### config.mk
export PLATFORM = sky130hd
export DESIGN_NAME = div8x4_seq
export DESIGN_NICKNAME = d
export VERILOG_FILES = /design/src/rtl/div8x4_seq.sv
export SDC_FILE = /design/constraint.sdc
export NUM_CORES = 1
export LEC_CHECK = 0
export CAP_MARGIN = 20
export CORE_MARGIN = 10
export CORE_UTILIZATION = 49
export CTS_BUF_LIST = sky130_fd_sc_hd__clkbuf_16
export CTS_CLUSTER_DIAMETER = 50
export DETAILED_ROUTE_END_ITERATION = 8
export PLACE_DENSITY = 0.84
export SLEW_MARGIN = 10
export SYNTH_ARGS = -nofsm -noshare
export SYNTH_HDL_FRONTEND = slang
export SYNTH_SLANG_ARGS = --single-unit
### constraint.sdc
create_clock -name clk -period 2 [get_ports clk]
set_input_delay 0.2 -clock clk [delete_from_list [all_inputs] [get_ports clk]]
set_output_delay 0.2 -clock clk [all_outputs]
set_load 0.005 [all_outputs]
### src/rtl/div8x4_seq.sv
// div8x4_seq: sequential signed 8/4 restoring divider with start/done handshake and ZF/DZ/OF flags
module div8x4_seq (
   input  logic       clk,
   input  logic       rst,
   input  logic       start,
   input  logic [7:0] a,
   input  logic [3:0] b,
   output logic [7:0] q,
   output logic [3:0] r,
   output logic       busy,
   output logic       done,
   output logic       ZF,
   output logic       DZ,
   output logic       OF
);
   typedef enum logic [1:0] {IDLE, CALC, FIX} state_t;
   state_t state;
   logic sa, sb, neg, ge;
   logic [7:0] sh, qs;
   logic [3:0] mb, pr, rs, cnt;
   logic [4:0] t, d;
   // one restoring step and the sign-corrected final result
   always_comb begin
      t   = {pr, sh[7]};
      d   = t - {1'b0, mb};
      ge  = ~d[4];
      neg = sa ^ sb;
      qs  = neg ? ~sh + 8'd1 : sh;
      rs  = sa ? ~pr + 4'd1 : pr;
   end
   // control FSM; sh holds the dividend and fills with quotient bits from the LSB
   always_ff @(posedge clk or posedge rst) begin
      if (rst) begin
         state <= IDLE;
         sa    <= 1'b0;
         sb    <= 1'b0;
         sh    <= '0;
         mb    <= '0;
         pr    <= '0;
         cnt   <= '0;
         q     <= '0;
         r     <= '0;
         busy  <= 1'b0;
         done  <= 1'b0;
         ZF    <= 1'b0;
         DZ    <= 1'b0;
         OF    <= 1'b0;
      end else begin
         done <= 1'b0;
         case (state)
            IDLE: if (start) begin
               sa  <= a[7];
               sb  <= b[3];
               sh  <= a[7] ? ~a + 8'd1 : a;
               mb  <= b[3] ? ~b + 4'd1 : b;
               pr  <= '0;
               cnt <= '0;
               if (b == 4'd0) begin
                  q    <= '0;
                  r    <= '0;
                  DZ   <= 1'b1;
                  ZF   <= 1'b1;
                  OF   <= 1'b0;
                  done <= 1'b1;
               end else begin
                  state <= CALC;
                  busy  <= 1'b1;
               end
            end
            CALC: begin
               pr    <= ge ? d[3:0] : t[3:0];
               sh    <= {sh[6:0], ge};
               cnt   <= cnt + 4'd1;
               state <= (cnt == 4'd7) ? FIX : CALC;
            end
            FIX: begin
               q     <= qs;
               r     <= rs;
               ZF    <= (qs == 8'd0);
               DZ    <= 1'b0;
               OF    <= (sh == 8'h80) && !neg;
               done  <= 1'b1;
               busy  <= 1'b0;
               state <= IDLE;
            end
            default: state <= IDLE;
         endcase
      end
   end
endmodule

**Word level (Yosys, flattened, before mapping)**

Index checks and enable logic that the tools add are counted.

- Register bits: 41
- Input port bits: 15
- Output and inout bits: 17
- Word-level logic and storage cells: 78

- Add/sub/neg operators: 6
- Eq/ne operators: 7
- Mux-type cells: 33
- Bitwise gates (word level): 6
- Reductions and logical operators: 12

Operators by type and width:

| kind | count |
|---|---|
| 8-bit 2-to-1 mux | 5 |
| 8-bit one-hot mux with 2 select lines | 2 |
| 4-bit 2-to-1 mux | 6 |
| 4-bit one-hot mux with 2 select lines | 3 |
| 8-bit by 1-bit adder with 8-bit output (second input constant) | 2 |
| 8-bit inverter | 2 |
| 4-bit by 1-bit adder with 4-bit output (second input constant) | 3 |
| 1-bit one-hot mux with 2 select lines | 5 |
| 8-bit equality test (second input constant) | 1 |
| 8-bit logical NOT | 1 |
| 1-bit 2-to-1 mux | 8 |
| 4-bit inverter | 2 |
| 2-bit 2-to-1 mux | 3 |
| 2-bit != test (second input constant) | 3 |
| 2-bit AND reduction | 3 |
| 3-bit AND reduction | 2 |
| 5-bit by 4-bit subtractor with 5-bit output | 1 |
| 4-bit by 3-bit equality test with 1-bit output (second input constant) | 1 |
| 4-bit logical NOT | 1 |
| 2-bit one-hot mux with 2 select lines | 1 |
| 2-bit nonzero test | 2 |
| 2-bit by 1-bit equality test with 1-bit output (second input constant) | 1 |
| 2-bit equality test (second input constant) | 1 |
| 2-bit logical NOT | 1 |
| 4 further kinds | 4 |

**Logic depth before layout (Yosys ltp)**

- Word-level depth: 5
- Mapped depth: 9
- Gate-level depth less buffers: 9

**Worst setup path after synthesis**

OpenSTA, ideal clock, no wires.

- Kind: reg-to-reg
- Start: reg sh[7]
- End: reg pr[3]
- Library setup time: 0.066 ns
- Data arrival time: 2.084 ns
- Setup slack: -0.151 ns
- Stages on the path, launching flop included: 10
- Clock period less this slack: 2.151 ns
- Cells stage by stage: dfrtp_1 > inv_1 > ha_1 > inv_1 > fa_1 > a21o_1 > a21oi_2 > xor2_2 > or4b_1 > nand2_1

- Word-level cells in the longest chain between the ends: 3

Ends and longest elaborated chain:

| item | RTL line | text |
|---|---|---|
| start: declaration | 19 | `logic [7:0] sh, qs;` |
| start signal: assignment | 54 | `sh <= a[7] ? ~a + 8'd1 : a;` |
| start signal: assignment | 72 | `sh <= {sh[6:0], ge};` |
| 5-bit by 4-bit subtractor with 5-bit output | 25 | `d = t - {1'b0, mb};` |
| 4-bit 2-to-1 mux | 71 | `pr <= ge ? d[3:0] : t[3:0];` |
| 4-bit one-hot mux with 2 select lines | 50 | `case (state)` |
| end signal: assignment | 71 |  |
| end: declaration | 20 | `logic [3:0] mb, pr, rs, cnt;` |

Every way passes these cells.
A chain may end at the register's enable or synchronous reset.

**Final worst setup path**

- Start: reg sh[7]
- End: reg pr[1]

The elaborated chain is that of the path after synthesis.

==> flow_summary.json <==
{
  "reg2reg_slack_ns": -0.09,
  "finalNonFillerCells": 351,
  "post-route-period-util_pct": 104,
  "dp.cells": 338,
  "grt_antenna_before_repair": 0,
  "hold_class": "in2async",
  "setup_viol": 4,
  "nNetsFinal": 325,
  "switching_share_pct": 38.4,
  "criticalPathCategory": "reg2reg",
  "worstMarginPinSlew_ns": 0.523,
  "rsz0062_at_grt": "true",
  "final_cell_area_um2": 2970,
  "vdd_ir_drop_max_mv": 0.872,
  "yosysSeqAreaShare_pct": 44.5,
  "num_vias": 2025,
  "cts_tree": "yes",
  "setup.worst_path.start": "sh[7]$_DFFE_PP0P_",
  "synth_edf_count": 0,
  "core_area_um2": 4440,
  "fin_ws_ns": -0.0874,
  "grt_pass1_wl_um": 9340,
  "fin_setup_tns_ns": -0.228,
  "drive_gt1_share_pct": 13.4,
  "area_growth_pct": 28.7,
  "fillers": 377,
  "ff2ff_path_depth": 9,
  "critPathCaptureType": "flip-flop",
  "die_y_um": 88.6,
  "ys_seq_elements": 41,
  "endpoint": "pr[1]$_DFFE_PP0P_",
  "track_usage_pct": 15.1,
  "drt_iter0_markers": 161,
  "pre_cts_ws_ns": -0.0527,
  "clockBufferDepth": 2,
  "combPwrFrac_pct": 51.1,
  "status": "finished, violations left",
  "violations": "setup timing",
  "power-per-cell-area_nw_per_um2": 1700,
  "worst_path_largest_cell_delay_ns": 0.39,
  "cp_common_cell": "inv_2",
  "total_power_mw": 5.05,
  "p_leak_nw": 1.35,
  "timing.rr.start": "sh[7]$_DFFE_PP0P_",
  "ctsHoldBuffers": 0,
  "clockPowerShare_pct": 17.7,
  "cpMaxStageDelayCell": "dfrtp_1",
  "worst-path-stages": 9,
  "syn_nets": 277,
  "synth.avg_cell_area_um2": 9.18,
  "synth_top_flop_cell": "dfrtp_1",
  "die_width_um": 88.6,
  "die_area_um2": 7850,
  "r2r-end": "pr[1]$_DFFE_PP0P_",
  "finalHoldViolCount": 0,
  "placed_cell_area_um2": 2750,
  "max_freq_ghz": 0.479,
  "route.detailed.drc": 0,
  "design.portCount": 32,
  "grt_overflow": 0,
  "clk_pin_slew_worst_paths_ns": 0.06,
  "via_per_inst": 5.77,
  "synthCells": 251,
  "yosysWarnings": 0,
  "dpl.hpwl_um": 4160,
  "dr.pass1.iters": 5,
  "cts.htree.levels": 2,
  "pwr-share-seq_pct": 31.2,
  "antenna-diode-count": 0,
  "slew_viol_final": 0,
  "synthArstFlopShare_pct": 100,
  "cts-root-buf": "clkbuf_16",
  "cap_violations": 0,
  "finalClockSkew_ns": 0.00198,
  "startpoint_type": "flip-flop",
  "min_period_ns": 2.09,
  "clock_latency_ns": 0.28,
  "critPathRequiredTime_ns": 2.16,
  "path_max_fanout": 5,
  "worstPathCellList": "inv_2, ha_4, inv_2, fa_2, a21o_1, a21oi_2, xor2_2, mux2i_1, o21ai_1",
  "wl_per_cell_um": 16.2,
  "path_delay_family": "adder cells",
  "switching_power_mw": 1.94,
  "cts.sinks": 41,
  "drtAntennaViolNets": 0,
  "timing.slew.headroom_pct": 65.2,
  "synth_cell_types": 47,
  "rows": 24,
  "numCtsBuffers": 5,
  "grt_max_degree": 42,
  "io_buffer_count": 31,
  "drt-total-wl_um": 5700,
  "grt_pass1_vias": 1977,
  "gp_congestion": 0.875,
  "arrival_ns": 2.25,
  "p_int_mw": 3.11,
  "syn_area_um2": 2300,
  "start_util_pct": 51.9,
  "worst-path-buf-inv": 2
}
per-stage QoR:
stage	hold slack (ns)	utilization, %
after global routing	0.442	66.7
after CTS	0.378	66.1
after detailed placement	0.467	61.9
after floorplan	0.305	-
after global placement	0.455	61.9
final	0.350	66.7
synth_stat cells (all sizes together), types with 3 or more instances:
cell    instances  area [µm²]
dfrtp          41        1030
inv            22        82.6
xor2            6        60.1
nor3            5        30.0
mux2i           4        40.0
a222oi          4        40.0
ha             10         125
nand3           3        15.0
xnor2          11         104
a21o            3        22.5
nor2           16        60.1
clkbuf          4        15.0
nor2b           4        25.0
buf             6        36.3
a21oi          10        53.8
o21ai          31         155
nand2          39         146
a221oi          3        26.3
worst register-to-register path, delay by kind of cell, from the launching register on:
| kind | cells | cell delay, ns |
|---|---|---|
| XOR/XNOR | 1 | 0.30 |
| adder cells (fa/ha/maj) | 2 | 0.48 |
| multiplexers | 1 | 0.26 |
| flip-flops | 1 | 0.39 |
| buffers and inverters | 2 | 0.13 |
| AO/OA/AOI/OAI | 3 | 0.41 |
final cells by class:
cell class / count / area, µm² / share of cell area, %
clock buffers: 5 / 125 / 4.22
multi-input cells: 178 / 1170 / 39.5
clock inverters: 2 / 35.0 / 1.18
repair buffers: 51 / 460 / 15.5
flip-flops and latches: 41 / 1030 / 34.6
well taps: 52 / 65.1 / 2.19
inverters: 22 / 82.6 / 2.78
registers in the layout, indices dropped and copies added (netlist names):
name,cells
q,8
DZ,1
sb,1
ZF,1
r,4
state,2
sh,8
OF,1
done,1
cnt,4
sa,1
busy,1
pr,4
mb,4
cells by family (layout without fill, tap and decap cells):
logic type               count (synthesis)  after routing  synth area share (%)
multiplexers                             5              5                  2.23
flip-flops                              41             41                  44.5
AND/OR/NAND/NOR                         81             81                  16.5
buffers and inverters                   32             80                  5.81
AO/OA/AOI/OAI                           64             64                  17.5
XOR/XNOR                                17             17                  7.11
adder cells (fa/ha/maj)                 11             11                  6.30
cell usage in the layout (no fill, tap or decap), types with 3 or more instances in the layout:
cell / count
dfrtp_1: 41
mux2i_1: 4
o21ai_1: 3
xnor2_1: 10
a222oi_1: 4
nand2_1: 39
clkbuf_16: 5
clkdlybuf4s50_1: 31
a21oi_1: 9
xor2_1: 5
nor2b_1: 4
inv_1: 20
o21ai_0: 28
buf_4: 20
nor2_1: 16
a21o_1: 3
nor3_1: 4
ha_1: 9
power groups by stage:
stage	clock [mW]	sequential [mW]	combinational (mW)
CTS	0.908	1.57	2.46
global placement	0	1.55	2.25
global route	0.949	1.63	2.85
floorplan	0	1.49	1.55
finish	0.896	1.58	2.58
detailed placement	0	1.58	2.36
per-layer routing:
layer  wire length, µm  global-route usage (%)  vias to the layer above
met3               384                    3.77                        6
met5                 0                       0                        -
met4                52                    4.85                        0
met1              2400                    18.5                      963
li1                  -                       -                      958
met2              2860                    25.5                       98
timing repair:
item                                    4_1_cts  5_1_grt
endpoints found under the setup margin        4        5
pin swaps                                     4        2
gates cloned                                  0        0
buffers inserted                              3        3
resized for setup                             4        2
worst min-delay path by stage:
stage,endpoint,start,cells after the start
after CTS,OF$_DFFE_PP0P_,rst,3
after floorplan,sb$_DFFE_PP0P_,b[3],2
final,r[2]$_DFFE_PP0P_,rst,3
after detailed placement,state[1]$_DFFE_PP0P_,cnt[3]$_DFFE_PP0P_,1
after global placement,state[1]$_DFFE_PP0P_,cnt[3]$_DFFE_PP0P_,1
after global routing,r[2]$_DFFE_PP0P_,rst,3
Power figures use the tool's default switching activity.
